==> src/rtl/matrix_conv2d_stream.sv <==
// Streaming valid-mode 2-D convolution: loads an MxM image and FxF kernel, then
// produces one full-precision window sum per F*F+1 cycles over a valid/ready port.
module matrix_conv2d_stream #(
  parameter int M    = 4,
  parameter int F    = 2,
  parameter int DW   = 8,
  parameter int ACCW = 2*DW + $clog2(F*F)
) (
  input  logic            clk,
  input  logic            rst,
  input  logic            in_valid,
  output logic            in_ready,
  input  logic [DW-1:0]   a,
  input  logic [DW-1:0]   b,
  input  logic [3:0]      stride,
  input  logic            signed_mode,
  output logic            out_valid,
  input  logic            out_ready,
  output logic [ACCW-1:0] out,
  output logic            out_last,
  output logic            busy,
  output logic            err
);

  localparam int XAW = $clog2(M*M);
  localparam int HAW = (F == 1) ? 1 : $clog2(F*F);
  localparam int PW  = (ACCW > 2*DW+2) ? ACCW : 2*DW+2;

  typedef enum logic [1:0] {LOAD, MAC, EMIT} state_t;

  state_t r_state, w_next;

  logic [DW-1:0]          r_x [0:(1<<XAW)-1];
  logic [DW-1:0]          r_h [0:(1<<HAW)-1];
  logic [XAW-1:0]         r_idx;
  logic [3:0]             r_stride;
  logic                   r_signed;
  logic                   r_err;
  logic [3:0]             r_row, r_col, r_ki, r_kj;
  logic [HAW-1:0]         r_kk;
  logic signed [ACCW-1:0] r_acc;

  logic                   w_beat, w_load_done, w_mac_done, w_emit_hs;
  logic                   w_col_wrap, w_row_wrap, w_last;
  logic [XAW-1:0]         w_xaddr;
  logic signed [ACCW-1:0] w_prod;

  // Operands widened by one bit so one signed multiplier covers both modes;
  // modular truncation to ACCW is exact because the true sum always fits.
  function automatic logic signed [ACCW-1:0] mac_product(
    input logic [DW-1:0] x,
    input logic [DW-1:0] h,
    input logic          sm
  );
    logic signed [DW:0]   ex, eh;
    logic signed [PW-1:0] p;
    ex = {sm & x[DW-1], x};
    eh = {sm & h[DW-1], h};
    p  = PW'(ex) * PW'(eh);
    return p[ACCW-1:0];
  endfunction

  assign w_beat      = in_valid && (r_state == LOAD);
  assign w_load_done = w_beat && (r_idx == XAW'(M*M-1));
  assign w_mac_done  = (r_state == MAC) && (r_kk == HAW'(F*F-1));
  assign w_emit_hs   = (r_state == EMIT) && out_ready;
  assign w_col_wrap  = (int'(r_col) + int'(r_stride) + F) > M;
  assign w_row_wrap  = (int'(r_row) + int'(r_stride) + F) > M;
  assign w_last      = w_col_wrap && w_row_wrap;
  assign w_xaddr     = XAW'((int'(r_row) + int'(r_ki)) * M + int'(r_col) + int'(r_kj));
  assign w_prod      = mac_product(r_x[w_xaddr], r_h[r_kk], r_signed);

  assign in_ready  = (r_state == LOAD);
  assign out_valid = (r_state == EMIT);
  assign out_last  = (r_state == EMIT) && w_last;
  assign out       = r_acc;
  assign busy      = (r_state != LOAD) || (r_idx != '0);
  assign err       = r_err;

  always_ff @(posedge clk or posedge rst) begin
    if (rst) r_state <= LOAD;
    else     r_state <= w_next;
  end

  always_comb begin
    w_next = r_state;
    case (r_state)
      LOAD:    if (w_load_done) w_next = MAC;
      MAC:     if (w_mac_done)  w_next = EMIT;
      EMIT:    if (out_ready)   w_next = w_last ? LOAD : MAC;
      default: w_next = LOAD;
    endcase
  end

  // Load stage: image and kernel storage, rewritten only by the next frame.
  always_ff @(posedge clk) begin
    if (w_beat) begin
      r_x[r_idx] <= a;
      if (int'(r_idx) < F*F) r_h[HAW'(r_idx)] <= b;
    end
  end

  always_ff @(posedge clk or posedge rst) begin
    if (rst) begin
      r_idx    <= '0;
      r_stride <= 4'd1;
      r_signed <= 1'b0;
      r_err    <= 1'b0;
      r_row    <= '0;
      r_col    <= '0;
      r_ki     <= '0;
      r_kj     <= '0;
      r_kk     <= '0;
      r_acc    <= '0;
    end else begin
      r_err <= w_beat && (r_idx == '0) && (stride == 4'd0);
      if (w_beat) begin
        r_idx <= w_load_done ? '0 : r_idx + 1'b1;
        if (r_idx == '0) begin
          r_stride <= (stride == 4'd0) ? 4'd1 : stride;
          r_signed <= signed_mode;
        end
      end
      if (w_load_done) begin
        r_row <= '0;
        r_col <= '0;
        r_ki  <= '0;
        r_kj  <= '0;
        r_kk  <= '0;
      end
      // MAC stage: one product per cycle, accumulator restarts on the first one.
      if (r_state == MAC) begin
        r_acc <= (r_kk == '0) ? w_prod : r_acc + w_prod;
        if (w_mac_done) begin
          r_kk <= '0;
          r_ki <= '0;
          r_kj <= '0;
        end else begin
          r_kk <= r_kk + 1'b1;
          if (r_kj == 4'(F-1)) begin
            r_kj <= '0;
            r_ki <= r_ki + 1'b1;
          end else begin
            r_kj <= r_kj + 1'b1;
          end
        end
      end
      // Emit stage: advance the raster origin once the result is taken.
      if (w_emit_hs && !w_last) begin
        if (w_col_wrap) begin
          r_col <= '0;
          r_row <= r_row + r_stride;
        end else begin
          r_col <= r_col + r_stride;
        end
      end
    end
  end

endmodule

==> config.mk <==
export PLATFORM = sky130hd
export DESIGN_NAME = matrix_conv2d_stream
export DESIGN_NICKNAME = d
export VERILOG_FILES = /design/src/rtl/matrix_conv2d_stream.sv
export SDC_FILE = /design/constraint.sdc
export NUM_CORES = 1
export LEC_CHECK = 0
export ABC_AREA = 1
export BUFFER_PORTS_ARGS = -buffer_cell sky130_fd_sc_hd__buf_2
export CAP_MARGIN = 0
export CORE_UTILIZATION = 60
export CTS_CLUSTER_DIAMETER = 60
export CTS_CLUSTER_SIZE = 8
export DETAILED_ROUTE_END_ITERATION = 6
export PLACE_DENSITY_LB_ADDON = 0.12
export SYNTH_ARGS = -nofsm -noshare
export SYNTH_HDL_FRONTEND = slang
export SYNTH_SLANG_ARGS = --single-unit
==> constraint.sdc <==
create_clock -name clk -period 9.66 [get_ports clk]
set_input_delay 2.898 -clock clk [delete_from_list [all_inputs] [get_ports clk]]
set_output_delay 2.898 -clock clk [all_outputs]
set_load 0.02 [all_outputs]
==> Yosys cells after proc, flatten, opt, wreduce, memory -nomap -nowiden <==
Memories as Yosys holds them, arrays and structs flattened.
Cells that the tools add are included.
W data, S select, Z words.
{ "word_totals": {"mem_bits_rw": 160, "output_inout_bits": 23, "inputBits": 25, "register_bits": 48, "n_memories": 2, "word_cells": 91} }
{ "classes": {"reduce_logical": 21, "bitwise_logic": 2, "eq_ne": 8, "order_cmp": 3, "n_addsub": 14, "n_mux": 29, "n_mul": 1} }
{ "mem_list": {"columns": ["name", "words", "width", "read_ports", "rd_ports_with_merged_regs", "write_ports", "line", "rtl"], "rows": [
  ["r_x", 16, 8, 1, 0, 1, "33", "logic [DW-1:0] r_x [0:(1<<XAW)-1];"],
  ["r_h", 4, 8, 1, 0, 1, "34", "logic [DW-1:0] r_h [0:(1<<HAW)-1];"]
]} }
{ "op_table": {"columns": ["operator", "count"], "rows": [
  ["$mux W4", 15],
  ["$add A18 B18 Y18", 1],
  ["$mul A9 B9 Y18", 1],
  ["$mux W18", 1],
  ["$add A4 B4 Y4", 4],
  ["$add A4 B1 Y4 const B", 3],
  ["$add A5 B2 Y6 const B", 2],
  ["$gt A6 B3 Y1 const B", 2],
  ["$mux W2", 6],
  ["$add A4 B4 Y5", 2],
  ["$logic_and A1 B1 Y1", 9],
  ["$logic_not A4 Y1", 2],
  ["$mux W1", 6],
  ["$pmux W2 S3", 1],
  ["$reduce_bool A2 Y1", 3],
  ["$eq A2 B2 Y1 const B", 2],
  ["$eq A4 B1 Y1 const B", 1],
  ["$eq A4 B4 Y1 const B", 1],
  ["$logic_not A2 Y1", 2],
  ["$lt A4 B3 Y1 const B", 1],
  ["$ne A2 B1 Y1 const B", 2],
  ["$reduce_bool A4 Y1", 1],
  ["$reduce_and A3 Y1", 1],
  ["$add A2 B1 Y2 const B", 1],
  ["other kinds (7)", 8]
]} }

==> Logic depth before layout (Yosys ltp) <==
Gate-level depths: netlist of run 1.
An unclocked memory read counts as a cell.
{ "depth": {"word_depth": 8, "ltp_mapped": 45, "depth_no_buf": 45} }

==> Worst setup path before layout of run 1 <==
Ideal clock, no wire load.
{ "synth_path": {"path_kind": "register to register", "startpoint": "register r_ki[0]", "endpoint": "register r_acc[17], in the netlist out[17]", "stages_incl_launch_ff": 42, "arrival_time_ns": 7.418, "required_time_ns": 9.542, "n_path_buf": 1, "setup_slack_ns": 2.125, "setup_time_ns": 0.118, "synth_period_minus_slack_ns": 7.535, "cell_sequence": "dfrtp_1 ha_1 inv_1 fa_1 fa_1 inv_2 buf_1 nand2_1 o21ai_0 nand2_1 nand2_2 nand2_1 fa_1 fa_1 inv_1 fa_1 fa_1 inv_1 [6 not listed] nand2_1 nand2_1 nand2_1 nand2_1 inv_1 ha_1 nand2_1 inv_1 nand2_1 nand2_1 a21oi_1 nand3_1 nand2_1 inv_1 nor2_1 nand2_1 nand3_1 nand2_1"} }
{ "synth_via": {"elab_chain_cells": 8} }
{ "synth_lines": {"columns": ["element", "line", "rtl"], "rows": [
  ["from (decl)", "39", "logic [3:0] r_row, r_col, r_ki, r_kj;"],
  ["from (signal assigned)", "142", "r_ki <= r_ki + 1'b1;"],
  ["$add A2 B2 Y2 *", "70", "assign w_xaddr = XAW'((int'(r_row) + int'(r_ki)) * M + int'(r_col) + int'(r_kj));"],
  ["$add A4 B4 Y4 * (2 in series)", "70", null],
  ["$mem_v2 Z16 W8 *", null, null],
  ["$and A1 B1 Y1", "57", "ex = {sm & x[DW-1], x};"],
  ["$mul A9 B9 Y18 *", "59", "p = PW'(ex) * PW'(eh);"],
  ["$add A18 B18 Y18", "133", "r_acc <= (r_kk == '0) ? w_prod : r_acc + w_prod;"],
  ["$mux W18 *", "133", null],
  ["to (signal assigned)", "133", null],
  ["to (decl)", "41", "logic signed [ACCW-1:0] r_acc;"]
]} }
Every way passes the cells marked *; elsewhere a longest branch is shown, timed or not.
A chain may end at the register's enable or synchronous reset.

==> Worst setup path in the final report of run 1 <==
{ "layout_path": {"startpoint": "register r_col[1]", "endpoint": "register r_acc[17], in the netlist out[17]"} }
{ "layout_via": {"elab_chain_cells": 7} }
{ "layout_lines": {"columns": ["element", "line", "rtl"], "rows": [
  ["from (decl)", "39", null],
  ["from (signal assigned)", "154", "r_col <= r_col + r_stride;"],
  ["$add A4 B4 Y4 * (2 in series)", "70", null],
  ["$mem_v2 Z16 W8 *", null, null],
  ["$and A1 B1 Y1", "57", null],
  ["$mul A9 B9 Y18 *", "59", null],
  ["$add A18 B18 Y18", "133", null],
  ["$mux W18 *", "133", null]
]} }
Marks and branches as above.

==> results.txt, run 1 <==
Synth warn: 0
Antenna violation net count after detailed routing: 0
Worst Max-Slew Pin Slew: 1.110 ns
Maximum number of pins on one net before global-route repair: 65
Sequential element share of the synthesized area: 44.49%
Clock latency on the worst-skew pair: 0.54 ns
Kind of launch point of the worst setup path: flip-flop
Critical path buffers and inverters: 5
Detailed-route via count: 9813
Cell taking the most area after synthesis: edfxtp_1
Overall die width: 151.4 um
Cell with the biggest individual delay on the critical path: ha_1
Clock transition at path regs: 0.05 ns
Count of nets after finishing: 1651
Avg Inst Size Synth: 9.482 sq um
Multi-input gate area in the final layout: 0.006509 sq mm
Startpoint of the most critical hold path: out[11]
Root Buffer: clkbuf_16
Post-CTS repair timing setup buffer count: 0
Average routed wire per standard cell: 17.01 um
Proportion of register bits with asynchronous set or reset after synthesis: 22.33%
Post-route minimum period: 8.663 ns
Most used flip-flop cell after synthesis: edfxtp_1
Wire length of the first global-routing pass: 47800 um
Vias per cell: 5.541
Crit path max-delay family: adder cells
Antenna violations before repair: 1
Fraction of synthesized cell area taken by the top area cell type: 35.88%
Max stage delay on crit path: 0.80 ns
Count of maximum capacitance violations: 0
Vias in the first global route: 9478
# setup viols final: 0
Worst slew margin relative to its limit: 25.91%
Die H: 151.4 um
Core Region: 0.02182 sq mm
Fraction of final layout cells sized beyond drive strength 1: 10.94%
Setup total negative slack: 0 ns
Area growth from synthesis to final layout: 10.30%
Routability congestion estimate: 0.9163
Arrival time of data at the critical path endpoint: 9.10 ns
Final Slew Violations: 0
Beginning of the worst register-to-register path: r_col[1]
Critical Path Sink Type: flip-flop
Floorplan die area: 0.02292 sq mm
Total area of sequential cells: 0.005957 sq mm
Most frequent cells in the layout: nand2_1 (312), inv_1 (174), edfxtp_1 (160)
Critical Path Most Common Cell: nand2_1
Area of the mapped netlist: 0.01339 sq mm
Detailed router's first-iteration violation count: 634
Final Routed Wirelength: 30130 um
Largest fanout on the critical path: 44
Standard-cell row count: 54
Post-CTS Resized: 0
Clock sink count: 206
RSZ-0062 raised after global routing: no
Setup skew after layout: 0.02063 ns
Worst setup path startpoint: r_col[1]
Final routed DRC violation total: 0
CTS H-tree depth: 1
Category of the most critical setup path: flip-flop to flip-flop
Clock tree from TritonCTS: built
Number of nets in the synthesized netlist: 1598
Timing-limited maximum frequency: 115.4 MHz
Total routing resource utilization after global routing: 27.34%
Final global-route overflow total: 0
Sum of net half-perimeters after detailed placement: 21260 um
CTS Buf Count: 31
Register bit total from synthesis: 206
Period Utilization, post-route: 89.68%
Hold violation count in the final report: 0
Result of the run: complete, no violations
Required arrival time at the worst endpoint: 10.09 ns
Top cells by area in the synthesized netlist: edfxtp_1 (36%), fa_1 (12%), nand2_1 (8.7%)
Effective utilization at floorplan: 61.35%
Hold Path Class: flip-flop to flip-flop
Number of buffers inserted by port buffering: 47
Filler cells: 1751
Number of buffers inserted for hold repair after clock tree synthesis: 0
Count of flip-flops with a built-in enable after synthesis: 160
Number of distinct library cells after synthesis: 49
Number of buffers between clock root and the deepest sink: 3
Most common cell after layout, fill and taps aside: nand2_1
Instance count of the mapped netlist: 1412
Total I/O pin count: 48
Number of iterations in the first detailed-routing pass: 5
-- state kept, by name, indices dropped and copies added (netlist names) --
name / count
r_x: 128
r_h: 32
out: 18
r_col: 4
r_idx: 4
r_kj: 4
r_row: 4
r_stride: 4
r_ki: 2
r_kk: 2
r_state: 2
err: 1
r_signed: 1
-- worst paths after layout --
kind,to,slack (ns),cells past startpoint
setup / recovery,out[17],1.0,38
hold / removal,out[11],0.51,2
setup reg to reg,out[17],1.0,38
hold reg to reg,out[11],0.51,2
max in group asynchronous,r_signed,6.37,2
min in group asynchronous,out[4],2.63,2
-- tightest hold or removal path, stage by stage (launching register included) --
cell and delay [ns]:
dfrtp_1 0.36, nand2_1 0.06, nand2_1 0.05
-- through the flow --
stage | hold slack [ns] | setup WS, ns | area [sq um] | std cells | util, %
2_1_floorplan | 0.4727 | 2.125 | 13390 | 1412 | -
3_3_place_gp | 0.4956 | 1.254 | 13850 | 1712 | 63.48
3_5_place_dp | 0.4934 | 1.070 | 13850 | 1712 | 63.48
4_1_cts | 0.5146 | 1.070 | 14770 | 1770 | 67.66
5_1_grt | 0.5486 | 0.4032 | 14770 | 1770 | 67.66
6_report | 0.5081 | 0.9969 | 14770 | 1771 | 67.67
-- synth_stat cells (5+ instances only) --
| master | count |
|---|---|
| inv_2 | 18 |
| buf_4 | 7 |
| edfxtp_1 | 160 |
| nand2_1 | 312 |
| nand3_1 | 65 |
| a32o_1 | 14 |
| xor2_1 | 13 |
| a21oi_1 | 86 |
| nor2_2 | 6 |
| nand2_2 | 12 |
| o22ai_1 | 5 |
| nor3_1 | 14 |
| buf_2 | 8 |
| o21ai_0 | 65 |
| fa_1 | 77 |
| ha_1 | 84 |
| nand4_1 | 6 |
| clkbuf_1 | 15 |
| nor2_1 | 134 |
| or2_2 | 20 |
| dfrtp_1 | 45 |
| inv_1 | 175 |
| a22oi_1 | 15 |
| xnor2_1 | 8 |
-- cells by family (layout without fill, tap and decap cells) --
| kind of cell | count (synthesis) | count (layout) | share of synthesized area [%] |
|---|---|---|---|
| other | 0 | 1 | 0 |
| adders and majority gates | 161 | 161 | 19.36 |
| DFF | 206 | 206 | 44.49 |
| xor gates and xnor gates | 23 | 23 | 1.617 |
| AOI/OAI and AO/OA | 207 | 207 | 9.083 |
| buffers and inverters | 231 | 309 | 6.990 |
| and+or+nand+nor | 583 | 583 | 18.38 |
| muxes | 1 | 1 | 0.07476 |
-- per-layer routing --
| metal | global-route usage [%] | vias to the layer above | part of all wire, % |
|---|---|---|---|
| met4 | 9.550 | 0 | 2.7 |
| met3 | 3.343 | 58 | 4.4 |
| met2 | 47.67 | 262 | 50 |
| met1 | 35.12 | 4713 | 43 |
| li1 | - | 4780 | - |
| met5 | 0 | - | 0 |
-- area by class of cell --
cell class	count	share of cell area [%]
clock inverters	3	0.1779
repair buffers	56	2.050
well taps	280	2.372
clock buffers	55	5.998
flip-flops and latches	206	40.34
multi-input cells	975	44.07
diodes	1	0.01694
inverters	195	4.973
Power of run 1 is not shown: default switching activity piles up to over one toggle a cycle in this logic, so the estimate is an artifact.
==> run 2, diff against run 1 <==
--- a/config.mk
+++ b/config.mk
@@ -8,7 +8,9 @@
 export ABC_AREA = 1
 export BUFFER_PORTS_ARGS = -buffer_cell sky130_fd_sc_hd__buf_2
 export CAP_MARGIN = 0
-export CORE_UTILIZATION = 60
+export CELL_PAD_IN_SITES_DETAIL_PLACEMENT = 0
+export CELL_PAD_IN_SITES_GLOBAL_PLACEMENT = 1
+export CORE_UTILIZATION = 50
 export CTS_CLUSTER_DIAMETER = 60
 export CTS_CLUSTER_SIZE = 8
 export DETAILED_ROUTE_END_ITERATION = 6
==> results.txt, run 2 (synthesis results as in run 1) <==
Result of the run: finished, violations left
Failing checks: DRC
Hold Path Class: flip-flop to flip-flop
Clock sink count: 206
Total routing resource utilization after global routing: 23.88%
Kind of launch point of the worst setup path: flip-flop
Antenna violations before repair: 1
Max stage delay on crit path: 0.61 ns
Global Route met1 Usage: 34.32%
Critical path buffers and inverters: 7
Most congested layer reported by global routing: met2
Number of buffers inserted by port buffering: 47
Arrival time of data at the critical path endpoint: 8.80 ns
Critical Path Sink Type: flip-flop
Clock tree from TritonCTS: built
Worst Max-Slew Pin Slew: 1.093 ns
Detailed-route via count: 9657
Vias in the first global route: 9842
# setup viols final: 0
Wire length of the first global-routing pass: 51870 um
Core Region: 0.02613 sq mm
Area growth from synthesis to final layout: 11.02%
Effective utilization at floorplan: 51.24%
Setup skew after layout: 0.01433 ns
Fraction of final layout cells sized beyond drive strength 1: 11.07%
Number of buffers between clock root and the deepest sink: 3
Most common cell after layout, fill and taps aside: nand2_1
Detailed router's first-iteration violation count: 674
Grt met2 use: 38.69%
Largest register by flop count: r_x
CTS H-tree depth: 1
Antenna violation net count after detailed routing: 0
Final Routed Wirelength: 31400 um
R2R cell count: 41
Worst slew margin relative to its limit: 27.04%
Average routed wire per standard cell: 17.19 um
Number of iterations in the first detailed-routing pass: 7
Destination of the worst register-to-register timing path: out[17]
Beginning of the worst register-to-register path: r_col[1]
Post-CTS repair timing setup buffer count: 0
Hold Path Cell Cnt: 2
Vias per cell: 5.286
Clock transition at path regs: 0.05 ns
Final global-route overflow total: 0
Routability congestion estimate: 0.8878
Number of buffers inserted for hold repair after clock tree synthesis: 0
Period Utilization, post-route: 86.41%
Crit path max-delay family: adder cells
Overall die width: 165.6 um
Setup total negative slack: 0 ns
Most frequent cells in the layout: nand2_1 (312), inv_1 (174), edfxtp_1 (160)
Clock latency on the worst-skew pair: 0.56 ns
Hold violation count in the final report: 0
Startpoint of the most critical hold path: out[0]
Maximum number of pins on one net before global-route repair: 65
Largest fanout on the critical path: 44
CTS Buf Count: 31
Standard-cell row count: 59
Total I/O pin count: 48
Sum of net half-perimeters after detailed placement: 22820 um
Count of maximum capacitance violations: 0
Critical Path Most Common Cell: nand2_1
Post-CTS Resized: 0
Required arrival time at the worst endpoint: 10.11 ns
Count of nets after finishing: 1652
Floorplan die area: 0.02744 sq mm
Met3 usage in global routing: 2.796%
Final routed DRC violation total: 2
Post-route minimum period: 8.347 ns
Timing-limited maximum frequency: 119.8 MHz
Final Slew Violations: 0
Category of the most critical setup path: flip-flop to flip-flop
RSZ-0062 raised after global routing: no
Worst Hold Path EP: out[0]
Root Buffer: clkbuf_16
Cell with the biggest individual delay on the critical path: inv_2
Flip-flop count of the largest register after layout: 128
Die H: 165.6 um
Worst reg-to-reg setup slack: 1.31 ns
run 2: metal layers:
layer,wire length (um),part of all wire [%],vias to the layer above
li1,-,-,4788
met1,15140,48,4610
met2,14200,45,215
met3,1423,4.5,44
met4,639,2.0,0
met5,0,0,-
run 2: tightest hold or removal path: cells and delay by family (launching register included):
kind / cells / cell delay [ns]
DFF: 1 / 0.37
and+or+nand+nor: 2 / 0.12
run 2: how the worst max path moves through the flow:
stage               startpoint      end  slack [ns]  cells after the start
floorplan              r_ki[0]  out[17]        2.12                     41
global placement      r_col[1]  out[17]        1.44                     41
detailed placement    r_col[1]  out[17]        1.41                     41
CTS                   r_col[1]  out[17]        1.33                     41
global route          r_col[1]  out[17]        0.60                     41
finish                r_col[1]  out[17]        1.31                     41
run 2: per-stage QoR:
step	instances	hold slack [ns]	util, %	worst slack [ns]	instance area (sq um)
detailed placement	1768	0.4977	53.32	1.410	13930
global placement	1768	0.5001	53.32	1.440	13930
finish	1827	0.5207	56.88	1.313	14860
global route	1827	0.5363	56.88	0.5973	14860
floorplan	1412	0.4727	-	2.125	13390
CTS	1826	0.5252	56.87	1.335	14860
run 2: final cells by class:
class                           count  area (sq um)
Fill cell                        2297         11270
Multi-Input combinational cell    975          6514
Sequential cell                   206          5957
Clock buffer                       53         858.3
Inverter                          195         734.5
Tap cell                          335         419.2
Timing Repair Buffer               57         310.3
Clock inverter                      5         68.82
Antenna cell                        1         2.502
Power of run 2 is left out for the same reason.
==> run 3, diff against run 2 <==
--- a/config.mk
+++ b/config.mk
@@ -14,7 +14,7 @@
 export CTS_CLUSTER_DIAMETER = 60
 export CTS_CLUSTER_SIZE = 8
 export DETAILED_ROUTE_END_ITERATION = 6
-export PLACE_DENSITY_LB_ADDON = 0.12
+export PLACE_DENSITY_LB_ADDON = 0.1
 export SYNTH_ARGS = -nofsm -noshare
 export SYNTH_HDL_FRONTEND = slang
 export SYNTH_SLANG_ARGS = --single-unit
==> results.txt, run 3 (synthesis results as in run 1) <==
Result of the run: finished, violations left
Failing checks: DRC
Antenna Diode Count: 0
Sum of net half-perimeters after detailed placement: 23020 um
R2R cell count: 41
Hold Path Cell Cnt: 2
Cell with the biggest individual delay on the critical path: inv_2
Average routed wire per standard cell: 17.59 um
Worst slew margin relative to its limit: 24.57%
Overall die width: 165.6 um
Number of buffers inserted for hold repair after clock tree synthesis: 0
Final global-route overflow total: 0
Die H: 165.6 um
Final Routed Wirelength: 32060 um
Clock transition at path regs: 0.05 ns
Detailed router's first-iteration violation count: 652
Core Region: 0.02613 sq mm
Kind of launch point of the worst setup path: flip-flop
Wire length of the first global-routing pass: 53330 um
Flip-flop count of the largest register after layout: 128
Required arrival time at the worst endpoint: 10.05 ns
Area growth from synthesis to final layout: 11.96%
Vias per cell: 5.342
Post-CTS Resized: 0
Largest fanout on the critical path: 44
Period Utilization, post-route: 85.87%
Timing-limited maximum frequency: 120.6 MHz
Clock tree from TritonCTS: built
Critical Path Sink Type: flip-flop
CTS Buf Count: 34
CTS H-tree depth: 2
Floorplan die area: 0.02744 sq mm
Final Slew Violations: 0
Antenna violations before repair: 0
Post-route minimum period: 8.295 ns
Largest register by flop count: r_x
Standard-cell row count: 59
Vias in the first global route: 9966
Number of buffers inserted by port buffering: 47
Hold Path Class: flip-flop to flip-flop
Maximum number of pins on one net before global-route repair: 65
Antenna violation net count after detailed routing: 0
Final routed DRC violation total: 4
# setup viols final: 0
Setup WS post-layout: 1.365 ns
Post-CTS repair timing setup buffer count: 0
Count of maximum capacitance violations: 0
Setup WS pre-CTS: 1.362 ns
Count of nets after finishing: 1655
Number of iterations in the first detailed-routing pass: 7
Worst Max-Slew Pin Slew: 1.127 ns
Root Buffer: clkbuf_16
Total I/O pin count: 48
Fraction of final layout cells sized beyond drive strength 1: 11.57%
Routability congestion estimate: 0.8698
Max stage delay on crit path: 0.62 ns
Clock sink count: 206
Total routing resource utilization after global routing: 24.86%
Hold violation count in the final report: 0
RSZ-0062 raised after global routing: no
Critical Path Most Common Cell: nand2_1
Number of buffers between clock root and the deepest sink: 3
Effective utilization at floorplan: 51.24%
Setup total negative slack: 0 ns
Most frequent cells in the layout: nand2_1 (312), inv_1 (174), edfxtp_1 (160)
Setup skew after layout: 0.03289 ns
Detailed-route via count: 9733
Most common cell after layout, fill and taps aside: nand2_1
Arrival time of data at the critical path endpoint: 8.69 ns
Category of the most critical setup path: flip-flop to flip-flop
Clock latency on the worst-skew pair: 0.52 ns
[run 3: cell count changes in the layout (fill, tap and decap cells not counted)]
cell       previous run  this run
inv_6                 0         1
inv_16                1         0
clkinv_8              0         1
bufinv_16             1         3
clkinv_1              1         2
clkinv_16             0         1
clkbuf_16            31        34
clkbuf_1             22        10
diode_2               1         0
[run 3: layout make-up]
cell class	instances	area, sq um
inverter	195	734.5
timing repair buffer	57	310.3
tap	335	419.2
multi-input combinational	975	6514
clock inverter	10	167.7
fill	2372	11140
sequential	206	5957
clock buffer	44	888.4
[run 3: per-layer routing]
metal | vias up | share of wire [%] | global-route usage (%)
met5 | - | 0 | 0
met4 | 0 | 2.1 | 6.501
met3 | 52 | 5.0 | 3.751
met2 | 215 | 46 | 39.78
met1 | 4681 | 47 | 35.52
li1 | 4785 | - | -
[run 3: path summary, 6_finish.rpt]
kind	start	slack (ns)	end
setup reg to reg	r_col[1]	1.37	out[17]
hold / removal	out[0]	0.51	out[0]
setup / recovery	r_col[1]	1.37	out[17]
min in group asynchronous	rst	2.59	out[0]
max in group asynchronous	rst	6.59	out[10]
hold reg to reg	out[0]	0.51	out[0]
[run 3: through the flow]
step / hold slack [ns] / util, % / instance area [sq um] / std cells
after floorplan: 0.4727 / - / 13390 / 1412
after global placement: 0.4920 / 53.32 / 13930 / 1768
after detailed placement: 0.4970 / 53.32 / 13930 / 1768
after CTS: 0.5106 / 57.36 / 14990 / 1822
after global routing: 0.5232 / 57.36 / 14990 / 1822
final: 0.5110 / 57.36 / 14990 / 1822
[run 3: critical path: cells and delay by family (launching register included)]
kind,cells,cell delay [ns]
flops,1,0.45
simple gates,21,1.85
buf+inv,7,1.00
compound gates,4,1.05
fa+ha+maj,9,3.79
Power of run 3 is left out for the same reason.
